**config.mk**
```make
export PLATFORM = sky130hd
export DESIGN_NAME = mesh_rsc_ni
export DESIGN_NICKNAME = d
export VERILOG_FILES = /design/src/rtl/mesh_rsc_ni.sv
export SDC_FILE = /design/constraint.sdc
export NUM_CORES = 1
export LEC_CHECK = 0
export ABC_AREA = 1
export ABC_CLOCK_PERIOD_IN_PS = 2000
export BUFFER_PORTS_ARGS = -buffer_cell sky130_fd_sc_hd__buf_2
export CORE_AREA = 2 2 106 108
export DETAILED_ROUTE_END_ITERATION = 8
export DIE_AREA = 0 0 108 110
export PLACE_DENSITY = 0.83
export SETUP_SLACK_MARGIN = 0.4
export SYNTH_ARGS = -nofsm -noshare
export SYNTH_HDL_FRONTEND = slang
export SYNTH_SLANG_ARGS = --single-unit
```
**constraint.sdc**
```tcl
create_clock -name clk_i -period 2 [get_ports clk_i]
set_input_delay 0.5 -clock clk_i [delete_from_list [all_inputs] [get_ports clk_i]]
set_output_delay 0.5 -clock clk_i [all_outputs]
set_load 0.01 [all_outputs]
```
**src/rtl/mesh_rsc_ni.sv**
```systemverilog
// Resource-side network interface for one mesh_xy_noc node: TX FIFO + injection FSM,
// RX FIFO with overflow/misroute tracking, and packet status counters.
module mesh_rsc_ni #(
  parameter int ROW_N       = 3,
  parameter int COL_M       = 3,
  parameter int PCKT_DATA_W = 8,
  parameter int ROW_CORD    = 0,
  parameter int COL_CORD    = 0,
  parameter int TX_DEPTH_W  = 2,
  parameter int RX_DEPTH_W  = 2,
  parameter int CNT_W       = 8,
  localparam int ROW_ADDR_W = $clog2(ROW_N),
  localparam int COL_ADDR_W = $clog2(COL_M),
  localparam int PACKET_W   = PCKT_DATA_W + ROW_ADDR_W + COL_ADDR_W
) (
  input  logic                   clk_i,
  input  logic                   rst_i,
  input  logic                   tx_valid_i,
  output logic                   tx_ready_o,
  input  logic [ROW_ADDR_W-1:0]  tx_dst_row_i,
  input  logic [COL_ADDR_W-1:0]  tx_dst_col_i,
  input  logic [PCKT_DATA_W-1:0] tx_data_i,
  output logic [PACKET_W-1:0]    noc_pckt_o,
  output logic                   noc_wren_o,
  input  logic                   noc_full_i,
  input  logic                   noc_ovrflw_i,
  input  logic [PACKET_W-1:0]    noc_pckt_i,
  input  logic                   noc_wren_i,
  output logic                   rx_full_o,
  output logic                   rx_ovrflw_o,
  output logic                   rx_valid_o,
  input  logic                   rx_ready_i,
  output logic [PCKT_DATA_W-1:0] rx_data_o,
  output logic [CNT_W-1:0]       tx_cnt_o,
  output logic [CNT_W-1:0]       rx_cnt_o,
  output logic [2:0]             err_o
);
  // state | meaning
  // IDLE  | nothing injected this cycle (FIFO empty or mesh full)
  // SEND  | packet popped last cycle is on noc_pckt_o, noc_wren_o high
  typedef enum logic {IDLE, SEND} tx_state_t;

  localparam int TX_DEPTH = 1 << TX_DEPTH_W;
  localparam int RX_DEPTH = 1 << RX_DEPTH_W;
  localparam logic [TX_DEPTH_W:0]   TX_FULL_CNT = {1'b1, {TX_DEPTH_W{1'b0}}};
  localparam logic [RX_DEPTH_W:0]   RX_FULL_CNT = {1'b1, {RX_DEPTH_W{1'b0}}};
  localparam logic [ROW_ADDR_W:0]   ROW_LIM     = ROW_N[ROW_ADDR_W:0];
  localparam logic [COL_ADDR_W:0]   COL_LIM     = COL_M[COL_ADDR_W:0];
  localparam logic [ROW_ADDR_W-1:0] OWN_ROW     = ROW_CORD[ROW_ADDR_W-1:0];
  localparam logic [COL_ADDR_W-1:0] OWN_COL     = COL_CORD[COL_ADDR_W-1:0];

  // TX path
  logic [PACKET_W-1:0]   tx_mem [TX_DEPTH];
  logic [TX_DEPTH_W-1:0] tx_wr_ptr, tx_rd_ptr;
  logic [TX_DEPTH_W:0]   tx_count;
  logic                  tx_accept, tx_push, tx_pop, dst_ok;
  tx_state_t             state_q, state_nxt;

  assign tx_ready_o = (tx_count != TX_FULL_CNT);
  assign tx_accept  = tx_valid_i & tx_ready_o;
  assign dst_ok     = ({1'b0, tx_dst_row_i} < ROW_LIM) && ({1'b0, tx_dst_col_i} < COL_LIM);
  // Out-of-range destinations complete the handshake but never enter the FIFO.
  assign tx_push    = tx_accept & dst_ok;

  always_comb begin
    tx_pop    = 1'b0;
    state_nxt = IDLE;
    if ((tx_count != '0) && !noc_full_i) begin
      tx_pop    = 1'b1;
      state_nxt = SEND;
    end
  end

  always_ff @(posedge clk_i or posedge rst_i) begin
    if (rst_i) begin
      state_q    <= IDLE;
      tx_wr_ptr  <= '0;
      tx_rd_ptr  <= '0;
      tx_count   <= '0;
      noc_pckt_o <= '0;
      tx_cnt_o   <= '0;
    end else begin
      state_q <= state_nxt;
      if (tx_push) tx_wr_ptr <= tx_wr_ptr + 1'b1;
      if (tx_pop) begin
        tx_rd_ptr  <= tx_rd_ptr + 1'b1;
        noc_pckt_o <= tx_mem[tx_rd_ptr];
        tx_cnt_o   <= tx_cnt_o + 1'b1;
      end
      case ({tx_push, tx_pop})
        2'b10:   tx_count <= tx_count + 1'b1;
        2'b01:   tx_count <= tx_count - 1'b1;
        default: tx_count <= tx_count;
      endcase
    end
  end

  always_ff @(posedge clk_i) begin
    if (tx_push) tx_mem[tx_wr_ptr] <= {tx_dst_col_i, tx_dst_row_i, tx_data_i};
  end

  assign noc_wren_o = (state_q == SEND);

  // RX path
  logic [PCKT_DATA_W-1:0] rx_mem [RX_DEPTH];
  logic [RX_DEPTH_W-1:0]  rx_wr_ptr, rx_rd_ptr;
  logic [RX_DEPTH_W:0]    rx_count, rx_count_nxt;
  logic                   rx_push, rx_pop, rx_drop, misroute;

  // Fullness is judged on pre-edge occupancy, so a same-cycle pop never rescues a push.
  assign rx_push    = noc_wren_i & ~rx_full_o;
  assign rx_drop    = noc_wren_i &  rx_full_o;
  assign rx_valid_o = (rx_count != '0);
  assign rx_pop     = rx_valid_o & rx_ready_i;
  assign rx_data_o  = rx_mem[rx_rd_ptr];
  assign misroute   = (noc_pckt_i[PACKET_W-1 -: COL_ADDR_W] != OWN_COL) ||
                      (noc_pckt_i[PCKT_DATA_W +: ROW_ADDR_W] != OWN_ROW);

  always_comb begin
    rx_count_nxt = rx_count;
    case ({rx_push, rx_pop})
      2'b10:   rx_count_nxt = rx_count + 1'b1;
      2'b01:   rx_count_nxt = rx_count - 1'b1;
      default: rx_count_nxt = rx_count;
    endcase
  end

  always_ff @(posedge clk_i or posedge rst_i) begin
    if (rst_i) begin
      rx_wr_ptr   <= '0;
      rx_rd_ptr   <= '0;
      rx_count    <= '0;
      rx_full_o   <= 1'b0;
      rx_ovrflw_o <= 1'b0;
      rx_cnt_o    <= '0;
      err_o       <= '0;
    end else begin
      rx_count  <= rx_count_nxt;
      rx_full_o <= (rx_count_nxt == RX_FULL_CNT);
      if (rx_push) begin
        rx_wr_ptr <= rx_wr_ptr + 1'b1;
        rx_cnt_o  <= rx_cnt_o + 1'b1;
        if (misroute) err_o[2] <= 1'b1;
      end
      if (rx_pop) rx_rd_ptr <= rx_rd_ptr + 1'b1;
      if (rx_drop) begin
        rx_ovrflw_o <= 1'b1;
        err_o[1]    <= 1'b1;
      end
      if (noc_ovrflw_i) err_o[0] <= 1'b1;
    end
  end

  always_ff @(posedge clk_i) begin
    if (rx_push) rx_mem[rx_wr_ptr] <= noc_pckt_i[PCKT_DATA_W-1:0];
  end

endmodule

```
==> impl_metrics.toml <==
[synth]
synth-main-ff-cell = "edfxtp_1"
yosysMostFrequentCell = "nand2_1"
synth_seq_area_share = 0.6645
synth_area_leaders = "edfxtp_1, dfrtp_1, nand2_1"
synth.distinct_cells = 29
async_flop_share = 0.3701
syn_area_sq_um = 5385
synthCells = 487
synth-seq-cells = 127
synth.avg_cell_area_sq_um = 11.06
synth_top_area_share = 0.4461
ys_warn_count = 0
syn_nets = 532
synth-edff-count = 80
synth_area_leader_cell = "edfxtp_1"
ys_top_cells_by_count = "nand2_1, edfxtp_1, dfrtp_1, nor2_1, inv_1"

[layout]
n_antenna_cell = 0
fin_cells = 767
drive_gt1_frac = 0.3142
fin_nets = 659
area_delta_synth_final_pct = 28.42
fillCellCount = 813
multi_input_area_sq_um = 1627
layout.area.seq_sq_um = 3582

[setup_path]
cp_data_arrival_time_ps = 1610
r2r_slack_ps = 120
end_kind = "primary output"
reg2regPathDepth = 11
worstPathRequired_ps = 1500
path_max_fanout = 17
start_kind = "flop"
path_class = "flop to primary output"

[timing]
fin_ws_ps = -105.7
rsz0062_at_grt = "yes"
timing.final.crit_share = 1.053
finalSetupViolations = 8
fmax_mhz = 474.9
hold_viol_final = 0
period_needed_ps = 2106
worst_pin_slew_ps = 503.5
skew_ps = 5.915
drv_slew = 0
maxSlewHeadroom = 0.6636

[floorplanning]
die_area_sq_um = 11880
fp.dieH_microns = 110
coreArea_sq_um = 10700
num_rows = 38
io_pins = 75
die_x_microns = 108
initial_core_util = 0.5034

[place]
gp_congestion = 0.7374
port_buffers = 74
post-place-ws_ps = 69.06
place_hpwl_mm = 7.099
place_inst = 702

[route]
wl_per_cell_microns = 15.50
drt_iter0_drc = 221
vias = 3810
wl_mm = 11.89
ant_nets = 0
vias_per_cell = 4.967
drc = 0
dr.pass1.iters = 4

[cts]
numCtsBuffers = 17
ctsHtreeMaxLevel = 4
clock-sinks = 127
clock_latency_ps = 520
cts_root_buffer = "clkbuf_8"
tritoncts = "done"
clk_pin_slew_worst_paths_ps = 60
cts_buffer_depth = 2

[grt]
grt.total_usage = 0.2050
grt_pass1_wl_mm = 18.15
grt_overflow = 0
grt_max_degree = 28
grt_pass1_vias = 3858
grt_antenna_before_repair = 0

[power_and_ir_drop]
ir_drop_mv = 0.8171
power.leakage_nw = 3.059
power.density_nw_per_um2 = 1565

[outcome]
violations = "setup timing"
status = "finished with violations"

[hold_path]
hold_path.class = "input port to asynchronous set/reset pin"

[run]
cap_violations = 0
worst max-delay path: stages (launching register included):
cell	delay (ps)
dfrtp_2	480
inv_6	150
o21ai_0	100
o22ai_1	180
buf_2	180
area by class of cell:
cell class,instances,share of cell area
flip-flops and latches,127,0.5180
multi-input cells,302,0.2352
repair buffers,123,0.1172
clock buffers,19,0.06242
inverters,42,0.02587
well taps,140,0.02533
clock inverters,13,0.01520
repair inverters,1,0.0007237
flip-flops by register name (all words and copies together), names as in the netlist:
register    count
rx_cnt_o        8
tx_wr_ptr       2
rx_full_o       1
err_o           3
tx_mem         48
rx_wr_ptr       2
tx_rd_ptr       2
tx_cnt_o        8
tx_count        3
rx_mem         32
rx_rd_ptr       2
noc_pckt_o     12
noc_wren_o      1
rx_count        3
where the power goes:
part | switching [W] | internal, W | total [W]
Clock | 0.00119 | 0.00157 | 0.00276
Sequential | 0.000368 | 0.00348 | 0.00385
Combinational | 0.00245 | 0.00176 | 0.00421
metrics by stage:
stage	setup TNS (ps)	total power [W]	cell area [sq um]	hold WS, ps	utilization
2_1_floorplan	0	0.006198	5458	460.4	-
3_3_place_gp	0	0.007039	6003	447.2	0.5612
3_5_place_dp	0	0.007236	6003	456.0	0.5612
4_1_cts	-496.8	0.01059	6807	2.681	0.6363
5_1_grt	-1121	0.01150	6915	24.00	0.6464
6_report	-545.0	0.01083	6915	13.35	0.6464
worst paths after layout:
path,startpoint,endpoint
max,rx_rd_ptr[0],rx_data_o[5]
min,rst_i,tx_cnt_o[0]
max reg2reg,rx_count[2],rx_full_o
min reg2reg,err_o[0],err_o[0]
max in group asynchronous,rst_i,tx_cnt_o[3]
min in group clk_i,noc_ovrflw_i,err_o[0]
kinds of logic (layout without fill, tap and decap cells):
logic type,Yosys count,count (layout),synth area share
and+or+nand+nor,216,216,0.1650
DFF,127,127,0.6645
AOI/OAI and AO/OA,59,59,0.05925
buffers and inverters,58,198,0.05483
adders and majority gates,14,14,0.03532
xor gates and xnor gates,13,13,0.02114
repair_timing:
action	4_1_cts	5_1_grt
gates cloned	2	0
buffers inserted	23	8
hold buffers	0	0
gates resized for setup	27	12
pin swaps	13	8
setup endpoints to repair	24	53
per-layer routing:
layer / track usage / up-vias / routed length, microns / share of wire
met2: 0.3729 / 115 / 6508 / 0.55
met3: 0.06114 / 18 / 521 / 0.044
met5: 0 / - / 0 / 0
li1: - / 1858 / - / -
met4: 0.08516 / 0 / 173 / 0.015
met1: 0.2240 / 1819 / 4688 / 0.39
placed cells by master (no fill, tap or decap), types with 3 or more instances in the layout:
cell type / instances
edfxtp_1: 80
inv_1: 30
nor2_1: 44
dfrtp_1: 44
nand3_1: 8
o21ai_1: 10
nand2_1: 140
o21ai_2: 4
inv_2: 6
buf_12: 3
o22ai_1: 8
inv_4: 3
nand2_2: 5
buf_4: 45
xor2_1: 8
buf_6: 6
o21ai_0: 32
ha_1: 10
clkinvlp_4: 5
xnor2_1: 5
clkbuf_16: 16
nand3b_1: 4
clkinv_4: 4
inv_6: 6
dfrtp_2: 3
buf_2: 69
No activity file was read; power rests on OpenSTA's default activity.
